### config.mk
export PLATFORM = sky130hd
export DESIGN_NAME = pixel_mixer_flat
export DESIGN_NICKNAME = d
export VERILOG_FILES = /design/src/rtl/pixel_mixer_pkg.sv /design/src/rtl/pixel_mixer_if.sv /design/src/rtl/pixel_mixer_layer_select.sv /design/src/rtl/pixel_mixer.sv /design/src/flat_wrapper.sv
export SDC_FILE = /design/constraint.sdc
export NUM_CORES = 1
export LEC_CHECK = 0
export CAP_MARGIN = 20
export CORE_MARGIN = 1
export CORE_UTILIZATION = 42
export DETAILED_ROUTE_END_ITERATION = 8
export PLACE_DENSITY = 0.8
export SLEW_MARGIN = 10
export SYNTH_ARGS = -nofsm -noshare
export SYNTH_HDL_FRONTEND = slang
export SYNTH_HIERARCHICAL = 1
export SYNTH_SLANG_ARGS = --single-unit
export TNS_END_PERCENT = 5
### constraint.sdc
create_clock -name clk -period 1.92 [get_ports clk]
set_clock_uncertainty 0.15 [all_clocks]
set_input_delay 0.384 -clock clk [delete_from_list [all_inputs] [get_ports clk]]
set_output_delay 0.384 -clock clk [all_outputs]
set_load 0.01 [all_outputs]
### src/rtl/pixel_mixer_pkg.sv
`default_nettype none
// ============================================================================
// Package  : ppu_mix_pkg
// Purpose  : Shared types and constants for the PPU pixel mixer.
// Revision : 1.0 - initial release
// ============================================================================
package ppu_mix_pkg;

  localparam int SCREEN_WIDTH = 320;

  typedef enum logic [1:0] {
    LAYER_BG  = 2'd0,
    LAYER_FG  = 2'd1,
    LAYER_SPR = 2'd2
  } layer_t;

  typedef struct packed {
    logic [4:0] palette;
    logic [3:0] color;
  } pixel_t;

  typedef enum logic [1:0] {
    IDLE  = 2'd0,
    WAIT  = 2'd1,
    MIX   = 2'd2,
    DRAIN = 2'd3
  } state_t;

  // Color index 0 is transparent on every layer.
  function automatic logic is_opaque(input pixel_t p);
    return p.color != 4'd0;
  endfunction

endpackage
`default_nettype wire

### src/rtl/pixel_mixer_if.sv
`default_nettype none
// ============================================================================
// Interface : pixel_mixer_if
// Purpose   : Layer-engine, palette-RAM and line-buffer signals of the mixer.
// Revision  : 1.0 - initial release
// ============================================================================
interface pixel_mixer_if;

  logic        bgr_done;
  logic        fgr_done;
  logic        spr_done;
  logic [8:0]  pmxr_pixel_addr;
  logic [8:0]  bgr_pixel_data;
  logic [8:0]  fgr_pixel_data;
  logic [8:0]  spr_pixel_data;
  logic [1:0]  spr_pixel_prio;
  logic [10:0] palram_addr;
  logic [23:0] palram_rddata;
  logic [8:0]  lbuf_wraddr;
  logic [23:0] lbuf_wrdata;
  logic        lbuf_wren;

  modport master (
    input  bgr_done, fgr_done, spr_done,
    input  bgr_pixel_data, fgr_pixel_data, spr_pixel_data, spr_pixel_prio,
    input  palram_rddata,
    output pmxr_pixel_addr, palram_addr,
    output lbuf_wraddr, lbuf_wrdata, lbuf_wren
  );

  modport slave (
    output bgr_done, fgr_done, spr_done,
    output bgr_pixel_data, fgr_pixel_data, spr_pixel_data, spr_pixel_prio,
    output palram_rddata,
    input  pmxr_pixel_addr, palram_addr,
    input  lbuf_wraddr, lbuf_wrdata, lbuf_wren
  );

endinterface
`default_nettype wire

### src/rtl/pixel_mixer_layer_select.sv
`default_nettype none
// ============================================================================
// Module   : pmxr_layer_select
// Purpose  : Picks the topmost opaque layer for one pixel (combinational).
// Revision : 1.0 - initial release
// ============================================================================
module pmxr_layer_select
  import ppu_mix_pkg::*;
(
  input  pixel_t     bgr_pixel,
  input  pixel_t     fgr_pixel,
  input  pixel_t     spr_pixel,
  input  logic [1:0] spr_prio,
  output layer_t     win_layer,
  output pixel_t     win_pixel,
  output logic       win_backdrop
);

  logic w_spr_opaque;
  assign w_spr_opaque = is_opaque(spr_pixel);

  // Sprite slots in the stack: above FG (prio 2/3), between FG and BG (1), under BG (0).
  always_comb begin
    win_layer    = LAYER_BG;
    win_pixel    = '0;
    win_backdrop = 1'b0;
    if (spr_prio >= 2'd2 && w_spr_opaque) begin
      win_layer = LAYER_SPR;
      win_pixel = spr_pixel;
    end else if (is_opaque(fgr_pixel)) begin
      win_layer = LAYER_FG;
      win_pixel = fgr_pixel;
    end else if (spr_prio == 2'd1 && w_spr_opaque) begin
      win_layer = LAYER_SPR;
      win_pixel = spr_pixel;
    end else if (is_opaque(bgr_pixel)) begin
      win_layer = LAYER_BG;
      win_pixel = bgr_pixel;
    end else if (spr_prio == 2'd0 && w_spr_opaque) begin
      win_layer = LAYER_SPR;
      win_pixel = spr_pixel;
    end else begin
      win_backdrop = 1'b1;
    end
  end

endmodule
`default_nettype wire

### src/rtl/pixel_mixer.sv
`default_nettype none
// ============================================================================
// Module   : pixel_mixer
// Purpose  : Mixes BG/FG/sprite layers of one row through the palette RAM
//            into the line buffer, one pixel per cycle.
// Revision : 1.0 - initial release
// ============================================================================
module pixel_mixer
  import ppu_mix_pkg::*;
(
  input  logic          clk,
  input  logic          rst_n,
  input  logic          prep,
  input  logic [23:0]   backdrop_color,
  output logic          done,
  pixel_mixer_if.master bus
);

  localparam logic [8:0] c_LAST_COL   = 9'(SCREEN_WIDTH - 1);
  localparam logic [1:0] c_DRAIN_LAST = 2'd2;

  state_t      r_state;
  state_t      w_state_nxt;
  logic        r_last_prep;
  logic        w_prep_edge;
  logic        w_all_ready;
  logic [8:0]  r_col;
  logic [1:0]  r_drain_cnt;

  // Stage 1: sampled engine data
  logic        r_s1_valid;
  logic [8:0]  r_s1_col;
  pixel_t      r_s1_bgr;
  pixel_t      r_s1_fgr;
  pixel_t      r_s1_spr;
  logic [1:0]  r_s1_prio;

  // Stage 2: palette lookup
  logic        r_s2_valid;
  logic [8:0]  r_s2_col;
  logic        r_s2_backdrop;
  logic [10:0] r_palram_addr;

  // Stage 3: line-buffer write
  logic        r_wren;
  logic [8:0]  r_wraddr;
  logic [23:0] r_wrdata;

  layer_t      w_win_layer;
  pixel_t      w_win_pixel;
  logic        w_win_backdrop;

  assign w_prep_edge = prep & ~r_last_prep;
  assign w_all_ready = bus.bgr_done & bus.fgr_done & bus.spr_done;

  always_ff @(posedge clk or negedge rst_n) begin
    if (!rst_n) begin
      r_state     <= IDLE;
      r_last_prep <= 1'b0;
    end else begin
      r_state     <= w_state_nxt;
      r_last_prep <= prep;
    end
  end

  always_comb begin
    w_state_nxt = r_state;
    case (r_state)
      IDLE:    w_state_nxt = IDLE;
      WAIT:    if (w_all_ready) w_state_nxt = MIX;
      MIX:     if (r_col == c_LAST_COL) w_state_nxt = DRAIN;
      DRAIN:   if (r_drain_cnt == c_DRAIN_LAST) w_state_nxt = IDLE;
      default: w_state_nxt = IDLE;
    endcase
    if (w_prep_edge) w_state_nxt = WAIT;
  end

  always_ff @(posedge clk or negedge rst_n) begin
    if (!rst_n) begin
      r_col       <= '0;
      r_drain_cnt <= '0;
    end else if (w_prep_edge) begin
      r_col       <= '0;
      r_drain_cnt <= '0;
    end else begin
      if (r_state == MIX && r_col != c_LAST_COL) r_col <= r_col + 9'd1;
      r_drain_cnt <= (r_state == DRAIN) ? r_drain_cnt + 2'd1 : 2'd0;
    end
  end

  pmxr_layer_select u_layer_select (
    .bgr_pixel    (r_s1_bgr),
    .fgr_pixel    (r_s1_fgr),
    .spr_pixel    (r_s1_spr),
    .spr_prio     (r_s1_prio),
    .win_layer    (w_win_layer),
    .win_pixel    (w_win_pixel),
    .win_backdrop (w_win_backdrop)
  );

  // A prep edge kills every in-flight column so an aborted row never writes again.
  always_ff @(posedge clk or negedge rst_n) begin
    if (!rst_n) begin
      r_s1_valid    <= 1'b0;
      r_s1_col      <= '0;
      r_s1_bgr      <= '0;
      r_s1_fgr      <= '0;
      r_s1_spr      <= '0;
      r_s1_prio     <= '0;
      r_s2_valid    <= 1'b0;
      r_s2_col      <= '0;
      r_s2_backdrop <= 1'b0;
      r_palram_addr <= '0;
      r_wren        <= 1'b0;
      r_wraddr      <= '0;
      r_wrdata      <= '0;
    end else begin
      r_s1_valid <= (r_state == MIX) & ~w_prep_edge;
      r_s1_col   <= r_col;
      r_s1_bgr   <= pixel_t'(bus.bgr_pixel_data);
      r_s1_fgr   <= pixel_t'(bus.fgr_pixel_data);
      r_s1_spr   <= pixel_t'(bus.spr_pixel_data);
      r_s1_prio  <= bus.spr_pixel_prio;

      r_s2_valid <= r_s1_valid & ~w_prep_edge;
      if (r_s1_valid) begin
        r_s2_col      <= r_s1_col;
        r_s2_backdrop <= w_win_backdrop;
        r_palram_addr <= {w_win_layer, w_win_pixel};
      end

      r_wren <= r_s2_valid & ~w_prep_edge;
      if (r_s2_valid) begin
        r_wraddr <= r_s2_col;
        r_wrdata <= r_s2_backdrop ? backdrop_color : bus.palram_rddata;
      end
    end
  end

  assign bus.pmxr_pixel_addr = (r_state == MIX) ? r_col : 9'd0;
  assign bus.palram_addr     = r_palram_addr;
  assign bus.lbuf_wren       = r_wren;
  assign bus.lbuf_wraddr     = r_wraddr;
  assign bus.lbuf_wrdata     = r_wrdata;
  assign done                = (r_state == IDLE);

endmodule
`default_nettype wire

### src/flat_wrapper.sv
// flat-port wrapper written by rule: the top's interface ports become plain ports
module pixel_mixer_flat import ppu_mix_pkg::*;
  (clk, rst_n, prep, backdrop_color, done, bus_bgr_done, bus_fgr_done, bus_spr_done, bus_bgr_pixel_data, bus_fgr_pixel_data, bus_spr_pixel_data, bus_spr_pixel_prio, bus_palram_rddata, bus_pmxr_pixel_addr, bus_palram_addr, bus_lbuf_wraddr, bus_lbuf_wrdata, bus_lbuf_wren);
  pixel_mixer_if bus_i ();
  input  logic clk;
  input  logic rst_n;
  input  logic prep;
  input  logic [23:0] backdrop_color;
  output logic done;
  input wire logic [$bits(bus_i.bgr_done)-1:0] bus_bgr_done;
  input wire logic [$bits(bus_i.fgr_done)-1:0] bus_fgr_done;
  input wire logic [$bits(bus_i.spr_done)-1:0] bus_spr_done;
  input wire logic [$bits(bus_i.bgr_pixel_data)-1:0] bus_bgr_pixel_data;
  input wire logic [$bits(bus_i.fgr_pixel_data)-1:0] bus_fgr_pixel_data;
  input wire logic [$bits(bus_i.spr_pixel_data)-1:0] bus_spr_pixel_data;
  input wire logic [$bits(bus_i.spr_pixel_prio)-1:0] bus_spr_pixel_prio;
  input wire logic [$bits(bus_i.palram_rddata)-1:0] bus_palram_rddata;
  output wire logic [$bits(bus_i.pmxr_pixel_addr)-1:0] bus_pmxr_pixel_addr;
  output wire logic [$bits(bus_i.palram_addr)-1:0] bus_palram_addr;
  output wire logic [$bits(bus_i.lbuf_wraddr)-1:0] bus_lbuf_wraddr;
  output wire logic [$bits(bus_i.lbuf_wrdata)-1:0] bus_lbuf_wrdata;
  output wire logic [$bits(bus_i.lbuf_wren)-1:0] bus_lbuf_wren;
  assign bus_i.bgr_done = bus_bgr_done;
  assign bus_i.fgr_done = bus_fgr_done;
  assign bus_i.spr_done = bus_spr_done;
  assign bus_i.bgr_pixel_data = bus_bgr_pixel_data;
  assign bus_i.fgr_pixel_data = bus_fgr_pixel_data;
  assign bus_i.spr_pixel_data = bus_spr_pixel_data;
  assign bus_i.spr_pixel_prio = bus_spr_pixel_prio;
  assign bus_i.palram_rddata = bus_palram_rddata;
  assign bus_pmxr_pixel_addr = bus_i.pmxr_pixel_addr;
  assign bus_palram_addr = bus_i.palram_addr;
  assign bus_lbuf_wraddr = bus_i.lbuf_wraddr;
  assign bus_lbuf_wrdata = bus_i.lbuf_wrdata;
  assign bus_lbuf_wren = bus_i.lbuf_wren;
  pixel_mixer u_core (.clk(clk), .rst_n(rst_n), .prep(prep), .backdrop_color(backdrop_color), .done(done), .bus(bus_i));
endmodule
==> results of run 1 <==
[sequential cells by signal, indices dropped and copies added (netlist names)]
register	count
u_core/bus.lbuf_wraddr	9
u_core/bus.lbuf_wrdata	24
u_core/bus.lbuf_wren	1
u_core/bus.palram_addr	11
u_core/r_col	9
u_core/r_drain_cnt	2
u_core/r_last_prep	1
u_core/r_s1_bgr	9
u_core/r_s1_col	9
u_core/r_s1_fgr	9
u_core/r_s1_prio	2
u_core/r_s1_spr	9
u_core/r_s1_valid	1
u_core/r_s2_backdrop	1
u_core/r_s2_col	9
u_core/r_s2_valid	1
u_core/r_state	2
[area by class of cell]
class / instances / area share
Tap cell: 133 / 0.0264
Sequential cell: 109 / 0.432
Inverter: 5 / 0.00297
Clock inverter: 6 / 0.0115
Clock buffer: 10 / 0.0202
Multi-Input combinational cell: 208 / 0.251
Timing Repair Buffer: 163 / 0.256
[cells by family (layout without fill, tap and decap cells)]
kind of cell	after synthesis	in the layout
multiplexers	55	55
AO/OA/AOI/OAI	56	56
adder cells (fa/ha/maj)	6	6
XOR/XNOR	3	3
buffers and inverters	20	184
AND/OR/NAND/NOR	88	88
flip-flops	109	109
[Yosys cell counts (2+ instances only)]
| library cell | count | area share |
|---|---|---|
| nand3_1 | 3 | 0.0035 |
| o21ai_0 | 8 | 0.0093 |
| nand4b_1 | 2 | 0.0041 |
| and2_1 | 19 | 0.028 |
| xnor2_1 | 2 | 0.0041 |
| nand2_1 | 9 | 0.0078 |
| nor2b_1 | 2 | 0.0029 |
| or4_4 | 2 | 0.0052 |
| buf_2 | 5 | 0.0058 |
| a221o_2 | 5 | 0.013 |
| nor2_1 | 37 | 0.032 |
| clkbuf_1 | 6 | 0.0052 |
| a21oi_1 | 34 | 0.039 |
| buf_1 | 2 | 0.0017 |
| nor3b_1 | 2 | 0.0035 |
| nand4_1 | 2 | 0.0029 |
| dfrtp_1 | 109 | 0.63 |
| mux2i_1 | 25 | 0.058 |
| inv_1 | 5 | 0.0043 |
| a31oi_1 | 3 | 0.0043 |
| o21a_1 | 2 | 0.0035 |
| nor3_1 | 2 | 0.0023 |
| ha_1 | 6 | 0.017 |
| mux2_2 | 30 | 0.078 |
[worst max path at each step]
stage | to | cells past startpoint
finish | u_core/bus.palram_addr[8] | 5
detailed placement | u_core/bus.palram_addr[6] | 5
CTS | u_core/bus.palram_addr[7] | 5
floorplan | u_core/bus.palram_addr[7] | 5
global placement | u_core/bus.palram_addr[7] | 4
global route | u_core/bus.palram_addr[6] | 5
[worst register-to-register path, delay by kind of cell (launching register included)]
family	cells	cell delay, ns
AOI/OAI and AO/OA	2	0.48
DFF	1	0.40
muxes	1	0.25
and+or+nand+nor	2	0.72
[metal layers]
metal  vias to the layer above  share of wire
met3                        12          0.066
met4                         0          0.014
met5                         -              0
met1                      1494           0.42
li1                       1491              -
met2                       103           0.50
[through the flow]
step	hold slack (ns)	utilization	total power (W)	cell area, um2
detailed placement	0.190	0.609	0.00533	6010
global placement	0.185	0.609	0.00524	6010
finish	0.280	0.640	0.00670	6310
CTS	0.282	0.639	0.00678	6300
global route	0.273	0.640	0.00711	6310
floorplan	-0.0616	-	0.00403	4340
[power breakdown]
| part | total [W] | switching [W] | leakage (nW) | internal, W |
|---|---|---|---|---|
| clock network | 0.00137 | 0.000757 | 0.0906 | 0.000615 |
| logic | 0.00222 | 0.000869 | 1.30 | 0.00135 |
| registers | 0.00311 | 0.000325 | 1.34 | 0.00279 |
[what timing repair did]
item | CTS | global route
buffers inserted | 3 | 0
gates resized for setup | 58 | 9
hold buffers | 1 | 0
pin swaps | 5 | 2
setup endpoints to repair | 20 | 21
hold endpoints to repair | 27 | 0
==> results.cfg, run 1 <==
[critical_path]
crit_family = simple AND/OR/NAND/NOR gates
crit_start = u_core/r_s1_fgr[1]
rrSetupSlack_ns = -0.18
slowest_stage = or4_4
cp_slowest_stage_delay_ns = 0.57
critPathKind = register to register
r2r_end = u_core/bus.palram_addr[8]
cp-start-kind = register
rr_worst_depth = 5
reg2reg_from = u_core/r_s1_fgr[1]
crit_buf_inv = 0
crit_chain = or4_4 -> a21boi_4 -> and2_1 -> a221o_2 -> mux2_4
worstPathRequired_ns = 2.03
cp_max_fo = 6
arrival_ns = 2.20
critPathCaptureType = register

[cts]
path_clk_slew_ns = 0.10
cts_sinks = 109
cts_max_path_buffers = 2
numCtsBuffers = 9
clkLatencyLatePin_ns = 0.35
clockRootBuffer = clkbuf_8
cts_tree = built
cts.htree.levels = 3

[synthesis]
synth_cell_types = 39
synth_top_family_by_area = multiplexers
ys_seq_elements = 109
yosysWarningCount = 6
synth_edf_count = 0
synth.area.mux_share = 0.136
synthAdderAreaFrac = 0.0174
synthSimpleGateAreaFrac = 0.107
synth_top_flop_cell = dfrtp_1
synth_xor_area_frac = 0.00609
synthCells = 337
synth_area_per_cell_um2 = 12.8
async_reset_ff_frac = 1.00
synthesis.area_mm2 = 0.00432
synth_compound_area_frac = 0.0817
syn_nets = 426
synth-seq-area-share = 0.632

[placed_design]
placed_cells = 614
dp_slack_ns = -0.164
dp_hpwl_um = 7110
gp_congestion = 0.796
io_buffers = 137

[timing]
tightest_slew_ns = 0.533
slew_violations = 0
finalCritPeriodShare = 1.09
rsz0062_at_grt = yes
max_clock_freq_mhz = 477
tns_ns = -1.05
period_minus_slack_ns = 2.10
max-slew-margin-rel = 0.645
setup_slack_ns = -0.175
setup_violations = 9
hold_viol = 0

[global_routing]
grt_use_total = 0.187
globalRouteMet2Util = 0.327
grt_pass1_wl_um = 14900
grt_max_degree = 52
grt_busiest_layer = met2
use_met3 = 0.0403
grt_pass1_vias = 3054
antenna_found_initial = 0
grt_overflow = 0
met1_usage = 0.230

[route]
wl_per_cell_um = 15.1
drc = 0
drtIter0Drc = 86
routed_wl_um = 9560
num_vias = 3100
vias_per_cell = 4.89
ant_nets = 0
drtPass1Iterations = 6

[status]
violations = negative setup slack
outcome = finished, violations left

[cells_and_area]
drive_above_1_share = 0.218
antenna_cells = 0
multi_input_area_mm2 = 0.00158
layout.cells.non_filler = 634
regArea_mm2 = 0.00273
mostFrequentLayoutCell = clkdlybuf4s50_1
syn_to_final_growth_pct = 46.3
nFillCells = 746
fin_nets = 585
final_cell_mix = 126 x clkdlybuf4s50_1, 108 x dfrtp_1, 37 x nor2_1

[hold_path]
hold_depth = 1
min_path_type = register to register
hold_start = u_core/r_drain_cnt[0]
worstHoldEndpoint = u_core/r_drain_cnt[0]

[floorplan]
start_util = 0.438
rows = 36
io_pins = 138
die_w_um = 103
die_y_um = 103
core_area_mm2 = 0.00986
die_area_mm2 = 0.0107

[power]
leakage_nw = 2.73
irDropWorstVdd_uv = 681
p_per_area_mw_per_mm2 = 1060

[job]
maxCapViolations = 0
Note: power is estimated with default switching activity, not from simulation.
==> inputs of run 2 (changes only) <==
--- a/config.mk
+++ b/config.mk
@@ -7,9 +7,10 @@
 export LEC_CHECK = 0
 export CAP_MARGIN = 20
 export CORE_MARGIN = 1
-export CORE_UTILIZATION = 42
+export CORE_UTILIZATION = 56
 export DETAILED_ROUTE_END_ITERATION = 8
-export PLACE_DENSITY = 0.8
+export DONT_BUFFER_PORTS = 1
+export PLACE_DENSITY = 0.77
 export SLEW_MARGIN = 10
 export SYNTH_ARGS = -nofsm -noshare
 export SYNTH_HDL_FRONTEND = slang
==> run 2 against run 1 <==
Global-route usage increased by 2.9 points. First-iteration DRC count decreased by 33%. Critical path depth unchanged. Fmax increased by 0.81%. Combinational power decreased by 55%. The run ends with negative hold slack, negative setup slack left. Sequential power increased by 7.1%.
==> results.cfg, run 2 (same netlist as run 1, synthesis figures left out) <==
[global_routing]
grt_use_total = 0.215
antenna_found_initial = 0
grt_pass1_vias = 2685
grt_pass1_wl_um = 13500
grt_overflow = 0
grt_max_degree = 110

[critical_path]
arrival_ns = 2.18
crit_chain = or4_4 -> a21boi_4 -> and2_1 -> a221o_2 -> mux2_4
critPathKind = register to register
cp_slowest_stage_delay_ns = 0.53
crit_family = simple AND/OR/NAND/NOR gates
cp-start-kind = register
worstPathRequired_ns = 2.02
critPathCaptureType = register
crit_buf_inv = 0
cp_max_fo = 6
slowest_stage = or4_4

[route]
routed_wl_um = 8200
drtIter0Drc = 58
drc = 0
wl_per_cell_um = 17.0
ant_nets = 0
vias_per_cell = 5.40
num_vias = 2605
drtPass1Iterations = 4

[power]
p_per_area_mw_per_mm2 = 1110
irDropWorstVdd_uv = 650
pwr-share-clk = 0.227
leakage_nw = 2.23
finalPower_w = 0.00562
switching_share = 0.318
p_int_w = 0.00383
seqPwrFrac = 0.593
p_sw_w = 0.00179
combPwrFrac = 0.180

[cts]
clkLatencyLatePin_ns = 0.37
cts_max_path_buffers = 2
cts_sinks = 109
path_clk_slew_ns = 0.11
cts_tree = built
cts.htree.levels = 3
hold_buffers = 30
numCtsBuffers = 9
clockRootBuffer = clkbuf_8

[timing]
max_clock_freq_mhz = 481
rsz0062_at_grt = yes
setup_violations = 8
finalCritPeriodShare = 1.08
setup_slack_ns = -0.158
tns_ns = -0.750
whs_ns = -0.460
period_minus_slack_ns = 2.08
tightest_slew_ns = 0.545
slew_violations = 0
hold_viol = 109
max-slew-margin-rel = 0.636

[placed_design]
io_buffers = 0
gp_congestion = 0.788
dpl-instance-area_mm2 = 0.00450
dp_hpwl_um = 5520

[floorplan]
start_util = 0.586
die_y_um = 89.8
die_w_um = 89.8
rows = 31
io_pins = 138
die_area_mm2 = 0.00806
core_area_mm2 = 0.00737

[cells_and_area]
final_cell_mix = 108 x dfrtp_1, 37 x nor2_1, 34 x a21oi_1
drive_above_1_share = 0.225
antenna_cells = 0
mostFrequentLayoutCell = dfrtp_1
fin_nets = 467
design_area_mm2 = 0.00506
largest_reg_flops = 24
syn_to_final_growth_pct = 17.2
nFillCells = 531
fin_util = 0.687

[job]
maxCapViolations = 0

[status]
outcome = finished, violations left
violations = negative hold slack, negative setup slack

[hold_path]
min_path_type = primary input to asynchronous set/reset pin
run 2: cell count changes in the layout (fill, tap and decap cells not counted), sizes merged:
cell / before / now
inv: 6 / 7
clkinv: 1 / 4
clkdlybuf4s50: 126 / 0
clkinvlp: 3 / 0
buf: 36 / 15
bufinv: 1 / 0
dlygate4sd3: 1 / 30
run 2: cell type report:
cell class	instances	area [um2]	share of cell area
sequential	109	2730	0.539
inverter	5	18.8	0.00371
timing repair buffer	45	417	0.0823
clock inverter	6	57.6	0.0114
tap	99	124	0.0245
multi-input combinational	208	1590	0.314
clock buffer	10	128	0.0252
run 2: worst paths after layout:
check	startpoint	end	slack, ns	cells after the start
min in group clk	bus_palram_rddata[21]	u_core/bus.lbuf_wrdata[21]	0.07	2
worst min register to register	u_core/r_drain_cnt[0]	u_core/r_drain_cnt[0]	0.29	1
max in group asynchronous	rst_n	u_core/r_state[0]	1.93	0
worst max register to register	u_core/r_s1_fgr[1]	u_core/bus.palram_addr[5]	-0.16	5
worst min-delay path	rst_n	u_core/r_s1_spr[2]	-0.46	0
worst max-delay path	u_core/r_s1_fgr[1]	u_core/bus.palram_addr[5]	-0.16	5
run 2: power groups by stage:
| stage | registers (W) | clock network [W] | logic, W |
|---|---|---|---|
| 2_1_floorplan | 0.00326 | 0 | 0.000772 |
| 3_3_place_gp | 0.00337 | 0 | 0.000882 |
| 3_5_place_dp | 0.00339 | 0 | 0.000937 |
| 4_1_cts | 0.00335 | 0.00131 | 0.00101 |
| 5_1_grt | 0.00340 | 0.00140 | 0.00115 |
| 6_report | 0.00333 | 0.00128 | 0.00101 |
run 2: what timing repair did:
action	in CTS	in global routing
endpoints found under the setup margin	18	15
setup buffers	1	1
endpoints found under the hold margin	139	109
pin swaps	4	0
resized for setup	11	8
run 2: through the flow:
step	cells	worst slack, ns
after floorplan	337	-0.138
after detailed placement	435	-0.239
after CTS	481	-0.146
final	482	-0.158
after global routing	482	-0.191
after global placement	435	-0.160
run 2: routing by layer:
metal	track usage	part of all wire
met1	0.261	0.41
met3	0.0508	0.066
met5	0	0
met2	0.369	0.50
met4	0.0929	0.017
==> patch, RTL diff (flow settings as in run 1) <==
The 4 states of `state_t` get a Gray code encoding in 2 bits.
--- a/src/rtl/pixel_mixer_pkg.sv
+++ b/src/rtl/pixel_mixer_pkg.sv
@@ -20,10 +20,10 @@
   } pixel_t;
 
   typedef enum logic [1:0] {
-    IDLE  = 2'd0,
-    WAIT  = 2'd1,
-    MIX   = 2'd2,
-    DRAIN = 2'd3
+    IDLE  = 2'b00,
+    WAIT  = 2'b01,
+    MIX   = 2'b11,
+    DRAIN = 2'b10
   } state_t;
 
   // Color index 0 is transparent on every layer.
Formal check against the unedited RTL: no difference found for any inputs over 10 cycles, from zero or initial values and one cycle with rst_n low; not proved beyond that.
==> patch against run 1 <==
Total power decreased by 14%. Worst setup slack got worse by 0.027 ns. Synthesized area increased by 0.20%. The run still ends with negative setup slack left. Critical path depth unchanged. Sequential cell count unchanged. Critical endpoint is now u_core/bus.palram_addr[6]. Cell area decreased by 0.83%. Routed wire length about the same. Final cell count decreased by 0.47%.
==> patch: results (changes against run 1) <==
Leak 0.00272 uW (-0.51%); Min Hold Slack 0.280 ns (-0.0000760 ns); Critical R2R Capture u_core/bus.palram_addr[6]; mux contribution to synthesized area 14.1% (+0.44 points); initial DRC count 130 (+51%); Signal buf overhead 25.5% (-0.16 points); Synth Area in XOR/XNOR 0% (-0.61 points); footprint of the multi-input gates 1540 sq um (-2.7%); placed insts 608 (-0.98%); Crit path arrival time 2.22 ns (+0.02 ns); Area contributors post-synth dfrtp_1 (63%), mux2_2 (7.8%), mux2i_1 (6.2%); Non-clk invs 4 (-1); total track usage 18.3% (-0.40 points); Synth Area in Compound Gates 8.56% (+0.39 points); TNS Setup -1.17 ns (-0.127 ns); status complete, but fails checks; final setup margin -0.203 ns (-0.0275 ns); drt first pass iters 4 (-2); die area 10700 sq um (+0.19%); Syn Area/Cell 12.8 sq um (+0.20%); Clock Network Area Fraction 3.44% (+0.27 points); storage element area 2730 sq um (about the same); relative slew slack 61.2% (-3.3 points); first-pass GRT wire length 14.8 mm (-0.46%); vias in the first global route 3063 (+0.29%); placed cell area 5970 sq um (-0.58%); layout net count 578 (-1.2%); non-filler cells, final 631 (-0.47%); Mapped Nets 422 (-0.94%); Synth cell types 41 (+5.1%); Post-Synth Adder-Cell Area 0.579% (-1.2 points); largest net degree at the start of global routing 41 (-21%); multi-input combinational area share 24.6% (-0.47 points); commonest cells in the netlist dfrtp_1 (109), a21oi_1 (32), nor2_1 (32); worst vdd ir 0.356 mV (-48%); placed wire-length estimate 7.01 mm (-1.4%); share of layout cells above drive strength 1 19.7% (-2.1 points); seq_cells 109 (unchanged); Final setup viols 10 (+1); GP Congestion 0.826 (+3.8%); #MultiIn Comb 205 (-1.4%); total routed wirelength 9.55 mm (about the same); failing checks negative setup slack; CLK BUF 11 (+1)
==> patch: cell families after synthesis <==
group,count (synthesis)
DFF,109
and+or+nand+nor,89
buffers and inverters,23
muxes,57
AOI/OAI and AO/OA,57
adders and majority gates,2
==> patch: repair_timing <==
item / CTS / global route
cloned: 0 / 0
gates resized for setup: 18 / 13
hold buffers: 1 / 0
pin swaps: 4 / 3
buffers inserted: 5 / 1
hold endpoints to repair: 20 / 0
setup endpoints to repair: 19 / 18
==> patch: report_power, final <==
part / internal, uW / switching [uW] / leakage (uW) / total [uW]
combinational: 890 / 554 / 0.00127 / 1440
sequential: 2650 / 215 / 0.00134 / 2860
clock: 690 / 776 / 0.000107 / 1470
total: 4230 / 1540 / 0.00272 / 5770
==> patch: worst max-delay path: stages (launching register included) <==
cell      delay (ns)
dfrtp_1         0.40
or4_4           0.57
a21boi_4        0.19
and2_4          0.14
a221o_2         0.30
mux2_4          0.26
==> patch: layer usage <==
metal / up-vias / global-route usage, % / share of wire, %
met5: - / 0 / 0
met4: 0 / 5.85 / 1.3
met3: 11 / 2.89 / 5.9
met2: 108 / 31.2 / 49
met1: 1528 / 23.9 / 44
li1: 1511 / - / -
==> patch: worst max path at each step <==
stage / endpoint / slack, ns / cells after the start
CTS: u_core/bus.palram_addr[6] / -0.20 / 5
finish: u_core/bus.palram_addr[6] / -0.20 / 5
detailed placement: u_core/bus.palram_addr[8] / -0.20 / 4
global route: u_core/bus.palram_addr[6] / -0.23 / 5
floorplan: u_core/bus.palram_addr[7] / -0.14 / 5
global placement: u_core/bus.palram_addr[8] / -0.12 / 4
